<file path="src/rtl/if_id_fetch.sv">
// if_id_fetch: instruction-fetch stage and IF/ID pipeline register.
// Holds the PC, drives the instruction-memory address and latches the
// fetched word into ID. The hazard stall and the ID-stage jump redirect
// hold, advance, redirect or squash the front end. Fetch stops once a
// BREAK has been latched, and only reset restarts it.
// Optional build macro: FETCH_PERF_CNT_EN adds saturating stall, flush
// and instruction counters.
module if_id_fetch #(
  parameter logic [31:0] RESET_PC   = 32'h0040_0000,
  parameter logic [31:0] NOP_INST   = 32'h0000_0000,
  parameter logic [31:0] BREAK_INST = 32'h0000_000D
) (
  input  logic        clk,
  input  logic        rst,
  input  logic        stall,
  input  logic        jump,
  input  logic [31:0] jump_target,
  output logic [31:0] imem_addr,
  input  logic [31:0] imem_rdata,
  output logic [31:0] id_pc,
  output logic [31:0] id_inst,
  output logic        id_valid,
`ifdef FETCH_PERF_CNT_EN
  output logic [31:0] perf_stall_cnt,
  output logic [31:0] perf_flush_cnt,
  output logic [31:0] perf_inst_cnt,
`endif
  output logic        halted
);

  typedef enum logic [1:0] {
    BOOT = 2'd0,
    RUN  = 2'd1,
    HALT = 2'd2
  } state_t;

  state_t      state_q;
  logic [31:0] pc_q;
  logic [31:0] pc_d;
  logic [31:0] id_pc_q;
  logic [31:0] id_inst_q;
  logic        id_valid_q;
  logic        halted_q;

  // Sequential PC step; the 32-bit add wraps 32'hFFFFFFFC to zero.
  function automatic logic [31:0] inc_pc(input logic [31:0] pc);
    return pc + 32'd4;
  endfunction

  assign pc_d = inc_pc(pc_q);

  // Front-end state machine: PC, IF/ID register and halt flag.
  always_ff @(posedge clk) begin
    if (rst) begin
      state_q    <= BOOT;
      pc_q       <= RESET_PC;
      id_pc_q    <= 32'd0;
      id_inst_q  <= NOP_INST;
      id_valid_q <= 1'b0;
      halted_q   <= 1'b0;
    end else begin
      unique case (state_q)
        BOOT: begin
          // Give imem one cycle to settle on RESET_PC.
          state_q <= RUN;
        end
        RUN: begin
          if (jump) begin
            // Redirect wins over stall; the wrong-path word is squashed.
            pc_q       <= jump_target;
            id_pc_q    <= 32'd0;
            id_inst_q  <= NOP_INST;
            id_valid_q <= 1'b0;
          end else if (!stall) begin
            pc_q       <= pc_d;
            id_pc_q    <= pc_q;
            id_inst_q  <= imem_rdata;
            id_valid_q <= 1'b1;
            if (imem_rdata == BREAK_INST) begin
              state_q <= HALT;
            end
          end
        end
        HALT: begin
          // BREAK stays in ID while stalled; bubbles follow afterwards.
          halted_q <= 1'b1;
          if (!stall) begin
            id_inst_q  <= NOP_INST;
            id_valid_q <= 1'b0;
          end
        end
        default: begin
          state_q <= BOOT;
        end
      endcase
    end
  end

`ifdef FETCH_PERF_CNT_EN
  logic [31:0] stall_cnt_q;
  logic [31:0] flush_cnt_q;
  logic [31:0] inst_cnt_q;

  // Increment that sticks at all-ones instead of wrapping.
  function automatic logic [31:0] sat_inc(input logic [31:0] v);
    return (v == 32'hFFFF_FFFF) ? v : v + 32'd1;
  endfunction

  // Event counters, active only while fetching in RUN.
  always_ff @(posedge clk) begin
    if (rst) begin
      stall_cnt_q <= 32'd0;
      flush_cnt_q <= 32'd0;
      inst_cnt_q  <= 32'd0;
    end else if (state_q == RUN) begin
      if (jump) begin
        flush_cnt_q <= sat_inc(flush_cnt_q);
      end else if (stall) begin
        stall_cnt_q <= sat_inc(stall_cnt_q);
      end else begin
        inst_cnt_q <= sat_inc(inst_cnt_q);
      end
    end
  end

  assign perf_stall_cnt = stall_cnt_q;
  assign perf_flush_cnt = flush_cnt_q;
  assign perf_inst_cnt  = inst_cnt_q;
`endif

  assign imem_addr = pc_q;
  assign id_pc     = id_pc_q;
  assign id_inst   = id_inst_q;
  assign id_valid  = id_valid_q;
  assign halted    = halted_q;

endmodule

</file>
<file path="config.mk">
export PLATFORM = sky130hd
export DESIGN_NAME = if_id_fetch
export DESIGN_NICKNAME = d
export VERILOG_FILES = /design/src/rtl/if_id_fetch.sv
export SDC_FILE = /design/constraint.sdc
export NUM_CORES = 1
export LEC_CHECK = 0
export CELL_PAD_IN_SITES_DETAIL_PLACEMENT = 1
export CELL_PAD_IN_SITES_GLOBAL_PLACEMENT = 1
export CORE_ASPECT_RATIO = 0.6
export CORE_UTILIZATION = 34
export DETAILED_ROUTE_END_ITERATION = 7
export PLACE_DENSITY_LB_ADDON = 0.1
export RECOVER_POWER = 100
export SLEW_MARGIN = 20
export SYNTH_ARGS = -nofsm -noshare
export SYNTH_HDL_FRONTEND = slang
export SYNTH_SLANG_ARGS = --single-unit
</file>
<file path="constraint.sdc">
create_clock -name clk -period 6 [get_ports clk]
set_clock_uncertainty 0.2 [all_clocks]
set_input_delay 0.9 -clock clk [delete_from_list [all_inputs] [get_ports clk]]
set_output_delay 0.9 -clock clk [all_outputs]
set_load 0.05 [all_outputs]
</file>
* After elaboration in Yosys (flattened, before gate mapping)
Cells that the tools add are included.
** Storage, ports and cells
- Register bits :: 100
- Latch bits :: 0
- RAM bits :: 0
- Memory bits (read-only) :: 0
- Output and inout bits :: 98
- Logic and storage cells :: 38
- Memories :: 0
** Cells by class
- Add/sub/neg operators :: 1
- Multiply operators :: 0
- Div/mod/pow operators :: 0
- $lt $le $gt $ge :: 0
- Eq/ne operators :: 9
- Shift-type cells :: 0
- Multiplexer cells :: 16
- Bitwise operators :: 1
- Reduce and logical (&&, ||, !) cells :: 5
** Operator list (number)
- two-way mux 32 bit :: 7
- one-hot mux 32 bit (2 select lines) :: 1
- adder 32 x 3 -> 32 bit, second input constant :: 1
- == test 32 x 4 -> 1 bit, second input constant :: 1
- inequality test 2 bit, second input constant :: 4
- two-way mux 2 bit :: 3
- one-hot mux 2 bit (3 select lines) :: 1
- AND reduction 4 bit :: 1
- two-way mux 1 bit :: 3
- inequality test 3 bit, second input constant :: 1
- AND reduction 3 bit :: 1
- == test 2 x 1 -> 1 bit, second input constant :: 1
- == test 2 bit, second input constant :: 1
- logical NOT 2 bit :: 1
- inequality test 2 x 1 -> 1 bit, second input constant :: 1
- one-hot mux 1 bit (2 select lines) :: 1
- AND reduction 2 bit :: 1
- nonzero test 2 bit :: 1
- NOT 1 bit :: 1

* Logic depth before layout (Yosys ltp)
- Word-level depth :: 5
- Depth in mapped cells :: 7

* Worst setup path after synthesis
OpenSTA, ideal clock, no wires.
- Kind :: input -> register
- From :: in stall
- To :: reg pc_q[26], in the netlist imem_addr[26]
- Arrival :: 2.065 ns
- Data required time :: 5.673 ns
- Setup slack :: 3.608 ns
- Stages on the path :: 5
- Buffers on the path :: 1
- Path through :: buf_6 -> or3_4 -> or4_1 -> nand3_1 -> o211ai_2
** Between the ends
- Longest elaborated chain between the ends :: 2
** Ends and longest elaborated chain
- from (decl) :: RTL line 15 : input logic stall,
- inequality test 2 x 1 -> 1 bit (no line)
- AND reduction 2 bit (no line)
- to (signal assigned) :: RTL line 70 : pc_q <= jump_target;
- to (signal assigned) :: RTL line 75 : pc_q <= pc_d;
- to (decl) :: RTL line 38 : logic [31:0] pc_q;
No other way between the ends.
A chain may end at the register's enable or synchronous reset.

==> metrics.log <==
[metrics] outcome: finished, violations left
[metrics] violated checks: capacitance limit, slew limit
[metrics] Final Hold Fails: 0
[metrics] maximum operating frequency: 218.3 MHz
[metrics] Area Growth Syn to Fin: 45.14%
[metrics] Post-Place Cells: 799
[metrics] vertical die dimension: 90.14 um
[metrics] setup repair after global routing missed its margin: false
[metrics] cells along the critical path: clkbuf_1 -> clkbuf_1 -> a21oi_1 -> o21a_1
[metrics] Die Width: 148.9 um
[metrics] RD Place Congestion: 0.8137
[metrics] area leader, netlist: dfxtp_1
[metrics] remaining max-slew budget at the tightest pin: -99.73%
[metrics] largest family of logic cells by synthesized area: simple AND/OR/NAND/NOR gates
[metrics] minimum period implied by the final worst setup slack: 4581 ps
[metrics] ratio of cells with drive above 1 in the final layout: 5.684%
[metrics] hold bufs inserted after CTS: 0
[metrics] cell leakage power: 2.479 nW
[metrics] gr usage total: 24.05%
[metrics] clk_lat worst skew: 350 ps
[metrics] violation count after the first detailed-routing iteration: 379
[metrics] number of setup violations in the final report: 0
[metrics] Least-Margin Pin Slew: between 2000 and 3000 ps
[metrics] total die area: 0.01342 mm2
[metrics] Max FO, Critical Path: 67
[metrics] number of buffer and inverter stages on the critical path: 2
[metrics] pin count of the biggest net entering global routing: 102
[metrics] number of placement rows: 31
[metrics] H-tree depth: 3
[metrics] vias in the first global route: ~4600
[metrics] maximum count of clock buffers along a single path: 2
[metrics] max incr delay on CP: 2180 ps
[metrics] final antenna diode count: 0
[metrics] count of port buffers added during placement: between 150 and 200
[metrics] critical path class: primary input to flop
[metrics] final instance count without filler cells: 816
[metrics] crit share post-route: 76.35%
[metrics] cell type group with the largest total delay on the critical path: buffers and inverters
[metrics] fraction of the mapped netlist area in compound gates: 22.63%
[metrics] antenna violations before repair: 0
[metrics] starting density of the core: 35.69%
[metrics] simple-gate share of the synthesized area: 23.82%
[metrics] GRT Residual Overflow: 0
[metrics] DR vias: roughly 4600
[metrics] footprint of the flip-flops and latches: 0.002002 mm2
[metrics] multiplexer area fraction after synthesis: 2.359%
[metrics] number of buffers added by the clock tree synthesis step: 9
[metrics] dpl hpwl: 10900 um
[metrics] cell with the most instances on the worst path: clkbuf_1
[metrics] CORE AREA: 0.01233 mm2
[metrics] Avg Synthesized Cell Area: approximately 8.7 um2
[metrics] area share of fa/ha/maj cells after synthesis: 0.2843%
[metrics] Yosys reg bits: 100
[metrics] drt first pass iters: 5
[metrics] category of the worst setup path launch point: primary input
[metrics] leading register cell type out of synthesis: dfxtp_1
[metrics] Synth Net Count: 576
[metrics] post-synth top area share: between 40% and 50%
[metrics] endpoint class of the critical path: flop
[metrics] Synth Instances: 507
[metrics] worst min path class: flop to flop
[metrics] yosys warns: 0
[metrics] Peak supply drop: 0.1626 mV
[metrics] sequential-to-total area share from yosys stat: 45.48%
[metrics] DRC violation count after routing: 0
[metrics] required time worst endpoint: between 6000 and 7000 ps
[metrics] PD cells: 247.4 mW/mm2
[metrics] async set-reset flop share out of synthesis: 0%
[metrics] count of different cell masters after synthesis: 63
[metrics] fraction of synthesized cell area in xor and xnor cells: 0.1990%
[metrics] number of fill cells: 1451
[metrics] Final Max Slew Viols: roughly 180
[metrics] cell area after synthesis: roughly 0.0044 mm2
[metrics] Setup Buffers After CTS: 0
[metrics] number of gates given a new drive strength after cts: 0
[metrics] number of nets in the finished design: 715
[metrics] Max stage delay cell, worst path: clkbuf_1
[metrics] post-detailed-routing wire length: roughly 16000 um
[metrics] main area contributors after synthesis: dfxtp_1, a22oi_1, nor2_1, a21oi_1, nand2_1
[metrics] ratio of routed vias to standard cells: 5.670
[metrics] wire length per cell after detailed routing: 19.39 um
[metrics] number of top-level design ports: 166
[metrics] CTS tree: built
[metrics] clock root buffer: clkbuf_16
[metrics] area taken by multi-input logic gates: 0.002173 mm2
[metrics] antenna violation net count after detailed routing: 0
[metrics] Max Cap Violations: 4
[metrics] global-route wire length before repair: 25240 um
[metrics] clock slew at the register clock pins of the worst setup and hold paths: 70 ps
[metrics] Final TNS setup: 0 ps
[metrics] number of sinks driven by the clock tree: 100
[metrics] count of flip-flops with a built-in enable after synthesis: 0
[metrics] signal arrival time at the worst endpoint: 4630 ps
==> synthesized netlist by cell type, drive strengths merged, types with 9 or more instances <==
cell type and n:
nand2 26, and3 9, nor4 10, clkbuf 19, o21ai 9, nor3 16, a21oi 25, nand3 15
buf 22, dfxtp 100, nor2 94, a22oi 66, nand4 10
==> logic make-up after synthesis <==
group / count (synthesis)
muxes: 10
DFF: 100
buffers and inverters: 47
and+or+nand+nor: 207
AOI/OAI and AO/OA: 141
adders and majority gates: 1
xor gates and xnor gates: 1
==> stage by stage <==
step                      power [W]  hold WS, ps  util, %  setup slack [ps]  area [um2]
after floorplan           0.0008782        285.1        -              3608        4402
after global routing       0.001647        289.1    51.80              1079        6389
after detailed placement  0.0009982        238.8    49.38              1921        6091
final                      0.001581        247.2    51.80              1419        6389
after CTS                  0.001606        249.8    51.89              2240        6400
after global placement    0.0009918        237.6    49.38              2053        6091
==> cell type report <==
type,instances,area share (%)
multi-input combinational,360,34.02
inverter,5,0.2938
sequential,100,31.34
tap,165,3.231
timing repair buffer,170,26.28
clock buffer,9,3.525
clock inverter,7,1.312
==> registers in the layout (all words and copies together), names as in the netlist <==
name / count
id_pc: 32
id_inst: 32
state_q: 2
imem_addr: 32
halted: 1
id_valid: 1
==> worst paths after layout <==
kind,slack [ps],depth (start not counted),end,from
max reg2reg,2850,5,imem_addr[29],state_q[1]
max,1420,4,imem_addr[10],rst
min reg2reg,250,2,halted,halted
min,250,2,halted,halted
==> worst min-delay path, cell delays in order, from the launching register on <==
cell	delay, ps
dfxtp_1	310
inv_1	50
a21oi_1	50
==> per-layer routing <==
| metal | track usage (%) | wire length, um | part of all wire (%) | vias up |
|---|---|---|---|---|
| met3 | 5.838 | 1061 | 6.7 | 10 |
| met4 | 5.442 | 130 | 0.82 | 0 |
| met1 | 34.79 | 7863 | 50 | 2276 |
| li1 | - | - | - | 2169 |
| met2 | 35.62 | 6768 | 43 | 172 |
| met5 | 0 | 0 | 0 | - |
==> power by group <==
group          total, W  internal [W]  switching, W
clock network  0.000605      0.000331      0.000275
registers      0.000714      0.000685     0.0000287
logic          0.000262     0.0000980      0.000164
==> layout by cell type, fill, tap and decap left out, drive strengths merged, types with 2 or more instances in the layout <==
master / n
clkbuf: 11
nor2: 94
a31oi: 5
a221oi: 3
clkinvlp: 3
nor4b: 2
and3: 9
buf: 4
nand2b: 3
a211oi: 7
nor3: 16
nor3b: 2
inv: 8
nand3: 15
a22oi: 66
nand4: 10
clkdlybuf4s50: 65
o211ai: 2
dlygate4sd3: 99
o311ai: 2
and2: 3
o21ai: 9
mux2i: 7
nand2: 26
dfxtp: 100
and4: 7
a21oi: 25
a311oi: 3
o22ai: 6
mux2: 3
o2bb2ai: 2
nor4: 10
o31ai: 4
or3: 3
Note: power is estimated with default switching activity, not from simulation.
